**src/rtl/gray_to_binary_decoder_if.sv**
```systemverilog
`default_nettype none
// +----------------------------------------------------------------------------+
// | gray_to_binary_decoder_if                                                  |
// | Gray-in / binary-out stream bundle with step-error debug signals.          |
// | Revision: 1.0                                                              |
// +----------------------------------------------------------------------------+
interface gray_to_binary_decoder_if #(
  parameter int WIDTH = 4,
  parameter int CNT_W = 8
) ();
  logic             in_valid;
  logic             in_ready;
  logic [WIDTH-1:0] gray_in;
  logic             out_valid;
  logic             out_ready;
  logic [WIDTH-1:0] binary_out;
  logic             step_err;
  logic [CNT_W-1:0] err_cnt;
  logic             clr_err;

  modport master (
    output in_valid, gray_in, out_ready, clr_err,
    input  in_ready, out_valid, binary_out, step_err, err_cnt
  );

  modport slave (
    input  in_valid, gray_in, out_ready, clr_err,
    output in_ready, out_valid, binary_out, step_err, err_cnt
  );
endinterface
`default_nettype wire

```
**src/rtl/gray_to_binary_decoder.sv**
```systemverilog
`default_nettype none
// +----------------------------------------------------------------------------+
// | gray_to_binary_decoder                                                     |
// | Two-stage valid/ready Gray-to-binary decoder with single-bit step check.   |
// | Revision: 1.0                                                              |
// +----------------------------------------------------------------------------+
module gray_to_binary_decoder #(
  parameter int WIDTH = 4,
  parameter int CNT_W = 8
) (
  input  wire logic                    clk,
  input  wire logic                    rst_n,
  gray_to_binary_decoder_if.slave      bus
);

  localparam logic [WIDTH-1:0] c_one     = WIDTH'(1);
  localparam logic [CNT_W-1:0] c_cnt_one = CNT_W'(1);
  localparam logic [CNT_W-1:0] c_cnt_max = '1;

  logic             r_s1_valid;
  logic [WIDTH-1:0] r_s1_gray;
  logic             r_s1_err;
  logic             r_prev_valid;
  logic [WIDTH-1:0] r_prev_gray;
  logic             r_out_valid;
  logic [WIDTH-1:0] r_bin;
  logic             r_step_err;
  logic [CNT_W-1:0] r_err_cnt;

  logic             w_s2_load;
  logic             w_s1_load;
  logic             w_in_xfer;
  logic [WIDTH-1:0] w_diff;
  logic             w_multi_bit;
  logic             w_err;
  logic             w_err_load;
  logic [WIDTH-1:0] w_s1_bin;

  assign w_s2_load  = !r_out_valid || bus.out_ready;
  assign w_s1_load  = !r_s1_valid || w_s2_load;
  assign w_in_xfer  = bus.in_valid && w_s1_load;

  // More than one bit set iff clearing the lowest set bit leaves something.
  assign w_diff      = bus.gray_in ^ r_prev_gray;
  assign w_multi_bit = |(w_diff & (w_diff - c_one));
  assign w_err       = r_prev_valid && w_multi_bit;
  assign w_err_load  = w_s2_load && r_s1_valid && r_s1_err;

  always_comb begin
    w_s1_bin = '0;
    for (int i = 0; i < WIDTH; i++) begin
      w_s1_bin[i] = ^(r_s1_gray >> i);
    end
  end

  always_ff @(posedge clk or negedge rst_n) begin
    if (!rst_n) begin
      r_s1_valid   <= 1'b0;
      r_s1_gray    <= '0;
      r_s1_err     <= 1'b0;
      r_prev_valid <= 1'b0;
      r_prev_gray  <= '0;
      r_out_valid  <= 1'b0;
      r_bin        <= '0;
      r_step_err   <= 1'b0;
      r_err_cnt    <= '0;
    end else begin
      if (w_s1_load) begin
        r_s1_valid <= bus.in_valid;
      end
      if (w_in_xfer) begin
        r_s1_gray    <= bus.gray_in;
        r_s1_err     <= w_err;
        r_prev_gray  <= bus.gray_in;
        r_prev_valid <= 1'b1;
      end
      if (w_s2_load) begin
        r_out_valid <= r_s1_valid;
        if (r_s1_valid) begin
          r_bin      <= w_s1_bin;
          r_step_err <= r_s1_err;
        end
      end
      // A clear that coincides with an error load keeps that error counted.
      if (bus.clr_err) begin
        r_err_cnt <= w_err_load ? c_cnt_one : '0;
      end else if (w_err_load && (r_err_cnt != c_cnt_max)) begin
        r_err_cnt <= r_err_cnt + c_cnt_one;
      end
    end
  end

  assign bus.in_ready   = w_s1_load;
  assign bus.out_valid  = r_out_valid;
  assign bus.binary_out = r_bin;
  assign bus.step_err   = r_step_err;
  assign bus.err_cnt    = r_err_cnt;

endmodule
`default_nettype wire
```
**src/flat_wrapper.sv**
```systemverilog
// flat-port wrapper written by rule: the top's interface ports become plain ports
module gray_to_binary_decoder_flat 
#(
  parameter int WIDTH = 4,
  parameter int CNT_W = 8
)
  (clk, rst_n, bus_in_valid, bus_gray_in, bus_out_ready, bus_clr_err, bus_in_ready, bus_out_valid, bus_binary_out, bus_step_err, bus_err_cnt);
  gray_to_binary_decoder_if #(.WIDTH(WIDTH), .CNT_W(CNT_W)) bus_i ();
  input  wire logic clk;
  input  wire logic rst_n;
  input wire logic [$bits(bus_i.in_valid)-1:0] bus_in_valid;
  input wire logic [$bits(bus_i.gray_in)-1:0] bus_gray_in;
  input wire logic [$bits(bus_i.out_ready)-1:0] bus_out_ready;
  input wire logic [$bits(bus_i.clr_err)-1:0] bus_clr_err;
  output wire logic [$bits(bus_i.in_ready)-1:0] bus_in_ready;
  output wire logic [$bits(bus_i.out_valid)-1:0] bus_out_valid;
  output wire logic [$bits(bus_i.binary_out)-1:0] bus_binary_out;
  output wire logic [$bits(bus_i.step_err)-1:0] bus_step_err;
  output wire logic [$bits(bus_i.err_cnt)-1:0] bus_err_cnt;
  assign bus_i.in_valid = bus_in_valid;
  assign bus_i.gray_in = bus_gray_in;
  assign bus_i.out_ready = bus_out_ready;
  assign bus_i.clr_err = bus_clr_err;
  assign bus_in_ready = bus_i.in_ready;
  assign bus_out_valid = bus_i.out_valid;
  assign bus_binary_out = bus_i.binary_out;
  assign bus_step_err = bus_i.step_err;
  assign bus_err_cnt = bus_i.err_cnt;
  gray_to_binary_decoder #(.WIDTH(WIDTH), .CNT_W(CNT_W)) u_core (.clk(clk), .rst_n(rst_n), .bus(bus_i));
endmodule
```
**config.mk**
```make
export PLATFORM = sky130hd
export DESIGN_NAME = gray_to_binary_decoder_flat
export DESIGN_NICKNAME = d
export VERILOG_FILES = /design/src/rtl/gray_to_binary_decoder_if.sv /design/src/rtl/gray_to_binary_decoder.sv /design/src/flat_wrapper.sv
export SDC_FILE = /design/constraint.sdc
export NUM_CORES = 1
export LEC_CHECK = 0
export CORE_ASPECT_RATIO = 1.5
export CORE_MARGIN = 2
export CORE_UTILIZATION = 34
export DETAILED_ROUTE_END_ITERATION = 7
export PLACE_DENSITY = 0.58
export REMOVE_ABC_BUFFERS = 1
export SYNTH_ARGS = -nofsm -noshare
export SYNTH_HDL_FRONTEND = slang
export SYNTH_SLANG_ARGS = --single-unit
```
**constraint.sdc**
```tcl
create_clock -name clk -period 1.7 [get_ports clk]
set_input_delay 0.51 -clock clk [delete_from_list [all_inputs] [get_ports clk]]
set_output_delay 0.51 -clock clk [all_outputs]
set_load 0.005 [all_outputs]
```
==> implementation parameters <==
Parameter                              Value

Floorplanning
  Row cnt    24
  Die boundary width    48.3 um
  Chip Height    70.4 um
  Core Footprint    2850 um2
  Boundary Pins    24
  Starting utilization of the core area    35.0%
  Die ar.    3400 um2

Cells and area
  Net count, final    149
  Post-layout util    52.6%
  Share of post-route cells with drive strength above 1    28.3%
  Multi-input logic area    485 um2
  Area grow syn2layout    50.2%
  Final cell count without fillers    177
  FF/Latch Area    528 um2
  Fill cell count    282
  Ant diodes    0

STA
  Final Max Tran Viols    0
  Number of hold-slack violations in the final timing report    0
  Peak clock frequency supported by timing    603 MHz
  Worst hold margin    0.476 ns
  Final period demand of the worst path    1.66 ns
  Worst Tran Pin Value    0.271 ns
  Period utilisation layout    97.6%
  Final setup slack of the worst path    0.0412 ns
  Setup repair after global routing missed its margin    true
  Relative max-transition margin    81.8%
  Endpoints failing setup    0
  Skew final    0.00113 ns

Setup path
  Kind of cell adding the most delay to the critical path    buffers and inverters
  Nature of the critical path endpoint    output pin
  Critical Path Fanout Max    3
  Cell with the largest stage delay on the worst path    clkdlybuf4s50_1
  Cells along the critical path    clkdlybuf4s50_1
  Required time worst endpoint    1.19 ns
  Critical setup path kind    register to output pin
  CP bufs+invs    1
  Slowest cell delay on critical path    0.50 ns
  CP arrival    1.15 ns
  Type of element launching the critical path    register

Synth
  Number of enable-type register cells in the synthesized netlist    0
  Async set or reset register ratio after synthesis    100%
  Post-synth top cells    dfrtp_1, nand2_1, a21oi_1
  Yosys warning count    0
  Yosys reg bits    21
  Number of cells produced by synthesis    92
  Post-Syn Area per Cell    10.9 um2
  Top-area cell type share of the netlist area    52.6%
  Most area-hungry cell type in the Yosys netlist    dfrtp_1
  Syn Std Cell Area    1000 um2
  Prevailing post-synth register cell    dfrtp_1
  Distinct cells, synth    27
  Top area cells in the synthesized netlist    dfrtp_1, mux2_2, a21oi_1
  Post-synthesis sequential area ratio    52.6%
  Most frequently used cell type in the post-synthesis netlist    dfrtp_1

Job
  Number of max-cap violations    0

CTS
  Clock transition at path regs    0.07 ns
  Hold buffer count at CTS    0
  TritonCTS clock tree    built
  Clk root buf    clkbuf_8
  Max clock buf depth    2
  H-tree Lvls    1
  Clock sink total    21
  TritonCTS buffer count    3
  Clock latency at the later pin of the worst-skew pair    0.25 ns

Min path
  Min-Delay Path Class    register to register

Route
  Routed vias    896
  First drt pass iteration count    4
  DRC marker count from the first detailed-route iteration    23
  Detail-routed via count per cell    5.06
  Antenna violation net count after detailed routing    0
  Avg WL per Cell    13.6 um
  Total length of routed wires    2400 um
  Post-route DRC violation count    0

Global route
  Pin count of the biggest net entering global routing    22
  Overall global routing resource usage    15.1%
  Initial antenna violation count    0
  Wire length of the first global-routing pass    3740 um
  Remaining global-route overflow    0
  Vias in the first global route    853

Power and ir drop
  Switching component of the power    370 uW
  Combinational group share of total power    29.7%
  Register share of total power    46.9%
  Internal    1000 uW
  P_leak    0.000649 uW
  Clock power share    23.4%
  Power, Total    1370 uW
  Ratio of total power to cell area    914 nW/um2
  IR Drop Worst-Case VDD    0.464 mV
  Switching fraction of total power    27.0%

Run status
  Run status    completed

Place
  Post-DP HPWL    1600 um
  Placer's final routability congestion estimate    0.722
  PortBufs    23
  Number of placed instances with taps included    162
  DP Worst Slack    -0.439 ns
## flip-flops by register name, summed over array words and instances, names as in the netlist
signal / flops
u_core.bus.binary_out: 4
u_core.bus.err_cnt: 8
u_core.bus.out_valid: 1
u_core.bus.step_err: 1
u_core.r_prev_valid: 1
u_core.r_s1_err: 1
u_core.r_s1_gray: 4
u_core.r_s1_valid: 1
## cell usage in the layout (no fill, tap or decap), types with 2 or more instances in the layout
cell type        count
buf_4               22
dfrtp_1             19
clkdlybuf4s50_1     16
nand2_1              9
a21oi_1              8
mux2_2               7
o21ai_0              5
o31ai_1              4
xor2_1               4
dlygate4sd2_1        4
nand3_1              3
or4_1                3
or3_1                3
xnor2_1              3
nand2b_1             3
clkbuf_8             3
dlymetal6s2s_1       2
dfrtp_2              2
## path summary, 6_finish.rpt
| kind | start | endpoint | slack (ns) | depth (start not counted) |
|---|---|---|---|---|
| setup reg to reg | u_core.bus.err_cnt[0] | u_core.bus.err_cnt[5] | 0.07 | 6 |
| setup / recovery | u_core.bus.err_cnt[3] | bus_err_cnt[3] | 0.04 | 1 |
| max in group asynchronous | rst_n | u_core.bus.err_cnt[2] | 0.87 | 2 |
| hold reg to reg | u_core.bus.binary_out[2] | u_core.bus.binary_out[2] | 0.48 | 2 |
| hold / removal | u_core.bus.binary_out[2] | u_core.bus.binary_out[2] | 0.48 | 2 |
| min in group asynchronous | rst_n | u_core.r_s1_gray[2] | 0.59 | 2 |
## timing repair
action | in CTS | in global routing
buffers inserted | 8 | 3
endpoints found under the setup margin | 16 | 6
pin swaps | 0 | 1
gates resized for setup | 13 | 5
## area by class of cell
class,instances,share of cell area (%)
Sequential cell,21,35.2
Tap cell,39,3.25
Timing Repair Buffer,45,26.0
Inverter,1,0.250
Clock buffer,4,3.00
Multi-Input combinational cell,67,32.3
## metal layers
| metal | up-vias | part of all wire [%] | track usage [%] |
|---|---|---|---|
| met5 | - | 0 | 0 |
| met1 | 433 | 41 | 19.1 |
| met3 | 4 | 5.4 | 2.33 |
| met4 | 0 | 1.1 | 5.41 |
| met2 | 30 | 53 | 24.7 |
| li1 | 429 | - | - |
## through the flow
stage / cell area (um2) / setup TNS (ns)
after floorplan: 986 / 0
after CTS: 1460 / 0
after detailed placement: 1350 / -5.08
final: 1500 / 0
after global routing: 1500 / -0.0140
after global placement: 1350 / -4.37
## power by group through the flow
stage	sequential, uW	combinational (uW)	clock, uW
CTS	644	412	333
finish	643	408	321
global placement	649	395	0
floorplan	649	166	0
global route	655	456	356
detailed placement	651	403	0
## cell families (layout without fill, tap and decap cells)
kind of cell / after synthesis / after routing / synth area share (%)
AO/OA/AOI/OAI: 22 / 22 / 13.4
AND/OR/NAND/NOR: 30 / 30 / 17.0
adder cells (fa/ha/maj): 1 / 1 / 1.25
buffers and inverters: 4 / 50 / 1.75
XOR/XNOR: 7 / 7 / 6.13
multiplexers: 7 / 7 / 7.89
flip-flops: 21 / 21 / 52.6
No activity file was read; power rests on OpenSTA's default activity.
==> patch 1: new RTL, config.mk and constraints unchanged <==
Reset style: synchronous (`rst_n`), changed in one clocked block.
--- a/src/rtl/gray_to_binary_decoder.sv
+++ b/src/rtl/gray_to_binary_decoder.sv
@@ -53,7 +53,7 @@
     end
   end
 
-  always_ff @(posedge clk or negedge rst_n) begin
+  always_ff @(posedge clk) begin
     if (!rst_n) begin
       r_s1_valid   <= 1'b0;
       r_s1_gray    <= '0;
Formal check against the unedited RTL: differs if rst_n is asserted again (counterexample within 4 cycles, from zero or initial values and one cycle with rst_n low); with rst_n held inactive, the same outputs for 10 cycles.
==> patch 1 against the unedited design <==
Via count up 7.7%. Setup slack better by 4.5 ps. Largest cell class is now multi-input combinational cells. Routed wire length down 2.2%. Synthesized area down 0.50%. Non-clock buffer count down 4. Critical path depth unchanged. First-iteration DRC count down 48%. Sequential cell count unchanged. Design area down 1.1%. Sequential share of layout area down 5.7 points. Count of clock-buffer cells in the layout down 1.
Power is not compared: it rests on default switching activity, and its combinational part moved more than twofold at a synthesized area within 25%.
==> patch 1: results (changes against the unedited design) <==
- Status: complete, no violations
- Post-synth cell types: 33 (+22%)
- Pre-CTS setup slack: -418 ps (+21.3 ps)
- Hold_sp: u_core.bus.binary_out[3]$_SDFFE_PN0N_
- Async SR Flop Fraction: 0% (-100 points)
- Vias post-DR: 965 (+7.7%)
- Slew @ Worst Pin: 324 ps (+53.3 ps)
- Post-CTS Setup Inserts: 0 (-8)
- Top cells by area, synth: dfxtp_1, nand2_1, a21boi_0
- Layout cell share with drive strength beyond 1: 26.3% (-2.0 points)
- Largest stage delay, worst path: 500 ps (about the same)
- Final RePlAce weighted congestion: 0.753 (+4.2%)
- Diodes inserted: 0 (unchanged)
- Cell Area, Placed: 1390 um^2 (+2.9%)
- Sequential element share of the synthesized area: 42.3% (-10 points)
- Crit path max-delay cell type: clkdlybuf4s50_1
- Largest net degree at the start of global routing: 13 (-41%)
- Highest Clock Rate: 604 MHz (+0.27%)
- Clk_skew: 2.03 ps (+0.898 ps)
- WP data arrival: 1140 ps
- Worst-path fanout max: 6 (+3)
- Remaining DRCs: 0 (unchanged)
- Max IR drop VDD: 0.000581 V
- Initial DRC Count: 12 (-48%)
- Grt met3 use: 2.58% (+0.26 points)
- Synth area leader: dfxtp_1
- M1 GR Usage: 20.1% (+1.0 points)
- Setup crit start: u_core.bus.err_cnt[7]$_SDFFE_PN0P_
- R2R Setup Slk: 50 ps (-20 ps)
- Worst reg2reg path startpoint: u_core.bus.err_cnt[0]$_SDFFE_PN0P_
- DRT Wirelength: 2.35 mm (-2.2%)
- First-pass GRT wire length: 4.20 mm (+12%)
- GRT overflow: 0 (unchanged)
- GRT Util Overall: 16.5% (+1.3 points)
## patch 1: cell types whose count changed in the layout (fill, tap and decap cells not counted), sizes merged, moves of 5 or more
cell    delta
a21boi     +8
dfrtp     -21
dfxtp     +21
mux2       -7
nand2      +8
nand3      +5
## patch 1: per-layer routing
metal / share of wire (%) / vias to the layer above
li1: - / 495
met1: 39 / 448
met2: 55 / 18
met3: 2.9 / 4
met4: 2.2 / 0
met5: 0 / -
## patch 1: stage by stage
| stage | instances | setup TNS, ps | hold slack (ps) | util (%) |
|---|---|---|---|---|
| detailed placement | 191 | -3750 | 456 | 48.6 |
| global placement | 191 | -3510 | 448 | 48.6 |
| global route | 195 | -8.71 | 504 | 52.1 |
| finish | 195 | 0 | 461 | 52.1 |
| floorplan | 111 | 0 | 432 | - |
| CTS | 195 | 0 | 467 | 50.6 |
## patch 1: cell type report
cell class | instances | area [um^2]
Fill cell | 281 | 1370
Multi-Input combinational cell | 88 | 588
Sequential cell | 21 | 438
Timing Repair Buffer | 41 | 357
Tap cell | 39 | 48.8
Clock buffer | 3 | 41.3
Inverter | 2 | 7.51
Clock inverter | 1 | 5.00
## patch 1: path summary, 6_finish.rpt
check	cells after the start	endpoint
worst max-delay path	1	bus_err_cnt[7]
worst min-delay path	2	u_core.bus.binary_out[3]$_SDFFE_PN0N_
worst max register to register	5	u_core.bus.err_cnt[5]$_SDFFE_PN0P_
worst min register to register	2	u_core.bus.binary_out[3]$_SDFFE_PN0N_
## patch 1: report_power, final
group	internal, mW	switching (mW)	leakage [nW]
clock network	0.163	0.161	0.0255
logic	0.0770	0.0566	0.386
registers	0.504	0.0141	0.176
total	0.744	0.232	0.588
## patch 1: cell families (layout without fill, tap and decap cells)
| family | Yosys count | count (layout) | synth area share, % |
|---|---|---|---|
| adders and majority gates | 2 | 2 | 2.26 |
| and+or+nand+nor | 48 | 48 | 24.9 |
| buffers and inverters | 6 | 47 | 3.02 |
| AOI/OAI and AO/OA | 31 | 31 | 21.4 |
| DFF | 21 | 21 | 42.3 |
| xor gates and xnor gates | 7 | 7 | 6.16 |
## patch 1: what timing repair did
item | 4_1_cts | 5_1_grt
hold endpoints to repair | 0 | 0
setup endpoints to repair | 9 | 7
resized for setup | 15 | 11
==> patch 2: new RTL, same flow settings <==
Without the edit above. `CNT_W` is set to 8 in 3 places; all go to 6.
--- a/src/rtl/gray_to_binary_decoder_if.sv
+++ b/src/rtl/gray_to_binary_decoder_if.sv
@@ -6,7 +6,7 @@
 // +----------------------------------------------------------------------------+
 interface gray_to_binary_decoder_if #(
   parameter int WIDTH = 4,
-  parameter int CNT_W = 8
+  parameter int CNT_W = 6
 ) ();
   logic             in_valid;
   logic             in_ready;
--- a/src/rtl/gray_to_binary_decoder.sv
+++ b/src/rtl/gray_to_binary_decoder.sv
@@ -6,7 +6,7 @@
 // +----------------------------------------------------------------------------+
 module gray_to_binary_decoder #(
   parameter int WIDTH = 4,
-  parameter int CNT_W = 8
+  parameter int CNT_W = 6
 ) (
   input  wire logic                    clk,
   input  wire logic                    rst_n,
--- a/src/flat_wrapper.sv
+++ b/src/flat_wrapper.sv
@@ -2,7 +2,7 @@
 module gray_to_binary_decoder_flat 
 #(
   parameter int WIDTH = 4,
-  parameter int CNT_W = 8
+  parameter int CNT_W = 6
 )
   (clk, rst_n, bus_in_valid, bus_gray_in, bus_out_ready, bus_clr_err, bus_in_ready, bus_out_valid, bus_binary_out, bus_step_err, bus_err_cnt);
   gray_to_binary_decoder_if #(.WIDTH(WIDTH), .CNT_W(CNT_W)) bus_i ();
Ports: changed (resized bus_err_cnt); port bits go from 24 to 22. No check against the original RTL was run, so the function may have changed too.
==> patch 2 against the unedited design <==
Cell count decreased by 18%. Clock power decreased by 29%. Design area shrank 11%. Sequential cell count shrank 2. Sequential power fell by 9.6%. Die area decreased by 10%. Setup slack improved by 21 ps. Critical path depth is 5 higher. Routed wire length fell by 18%. Largest power group unchanged. Sequential share of layout area grew 0.48 points. Synthesized area decreased by 11%. Total power shrank 13%.
==> patch 2: results (changes against the unedited design) <==
- Status: complete, no violations
- Post-DP HPWL: 1.36 mm (-15%)
- Largest net degree at the start of global routing: 20 (-9.1%)
- Cells after synthesis: 79 (-14%)
- Final RePlAce weighted congestion: 0.773 (+7.0%)
- Clk Latency, worst-skew pair: 300 ps (+50 ps)
- Clk_skew: 1.13 ps (-0.00446 ps)
- Initial DRC Count: 1 (-96%)
- CTS root buffer: clkbuf_4
- Leakage: 0.684 nW (+5.4%)
- Clk slew on worst S/H paths: 100 ps (+30 ps)
- Post-synth cell types: 28 (+3.7%)
- Layout Cells excl Fill: 145 (-18%)
- DRT Wirelength: 1.97 mm (-18%)
- Vias per cell: 5.28 (+4.4%)
- First-pass GRT wire length: 3.31 mm (-11%)
- Worst-path fanout max: 5 (+2)
- Rel. slew slack: 80.8% (-1.0 points)
- Top cells by area, synth: dfrtp_1, mux2_2, xnor2_1
- WP data arrival: 1870 ps (+720 ps)
- Post-placement cell count: 134 (-17%)
- Pre-CTS setup slack: -409 ps (+29.9 ps)
- Sequential element share of the synthesized area: 53.3% (+0.73 points)
- Post-synth top cells: dfrtp_1, nand2_1, mux2_2, xnor2_1
- Port Buffers: 21 (-8.7%)
- GRT Util Overall: 15.3% (+0.17 points)
- Total CTS buffers: 3 (unchanged)
-- patch 2: path summary, 6_finish.rpt --
| check | slack, ps | endpoint | cells past startpoint | start |
|---|---|---|---|---|
| worst min register to register | 490 | u_core.bus.step_err$_DFFE_PN0N_ | 2 | u_core.bus.step_err$_DFFE_PN0N_ |
| max in group asynchronous | 960 | u_core.bus.err_cnt[0]$_DFFE_PN0P_ | 2 | rst_n |
| worst max-delay path | 60 | u_core.bus.err_cnt[1]$_DFFE_PN0P_ | 6 | u_core.bus.err_cnt[1]$_DFFE_PN0P_ |
| min in group asynchronous | 540 | u_core.bus.err_cnt[2]$_DFFE_PN0P_ | 2 | rst_n |
| worst max register to register | 60 | u_core.bus.err_cnt[1]$_DFFE_PN0P_ | 6 | u_core.bus.err_cnt[1]$_DFFE_PN0P_ |
| worst min-delay path | 490 | u_core.bus.step_err$_DFFE_PN0N_ | 2 | u_core.bus.step_err$_DFFE_PN0N_ |
-- patch 2: per-layer routing --
layer	wire, um	up-vias	global-route usage (%)	share of wire [%]
li1	-	370	-	-
met1	683	372	14.1	35
met2	1160	19	29.2	59
met3	74	5	2.17	3.8
met4	51	0	9.29	2.6
met5	0	-	0	0
-- patch 2: area by class of cell --
class                           count  area, um^2
Fill cell                         239        1140
Sequential cell                    19         475
Multi-Input combinational cell     56         425
Timing Repair Buffer               40         369
Tap cell                           24        30.0
Clock buffer                        4        26.3
Inverter                            2        7.51
-- patch 2: worst max-delay path, stage by stage, from the launching register on --
cell and delay, ps:
dfrtp_1 400, ha_2 190, and3_4 180, and3_4 160, buf_6 120, or3b_4 380, a21oi_2 140
-- patch 2: cells by family (layout without fill, tap and decap cells) --
logic type | after synthesis | count (layout) | share of synthesized area, %
compound gates | 13 | 13 | 9.40
xor+xnor | 7 | 7 | 6.87
fa+ha+maj | 1 | 1 | 1.40
buf+inv | 4 | 46 | 2.66
simple gates | 27 | 27 | 16.3
flops | 19 | 19 | 53.3
mux | 8 | 8 | 10.1
-- patch 2: report_power, final --
| group | leakage [nW] | internal, mW | switching (mW) |
|---|---|---|---|
| Combinational | 0.438 | 0.238 | 0.147 |
| Clock | 0.0150 | 0.0914 | 0.136 |
| Sequential | 0.231 | 0.530 | 0.0509 |
| Total | 0.684 | 0.859 | 0.334 |
-- patch 2: stage by stage --
step	TNS, ps	area, um^2	total power, mW	utilization (%)	hold slack (ps)
after floorplan	-52.8	876	0.752	-	214
after CTS	0	1280	1.21	51.9	494
after global placement	-3100	1210	0.966	48.7	449
after global routing	0	1330	1.29	53.8	524
after detailed placement	-3290	1210	0.974	48.7	456
final	0	1330	1.19	53.8	494
-- patch 2: timing repair --
item | in CTS | in global routing
resized for setup | 13 | 14
cloned | 0 | 0
setup buffers | 6 | 1
setup endpoints to repair | 12 | 13
pin swaps | 1 | 4
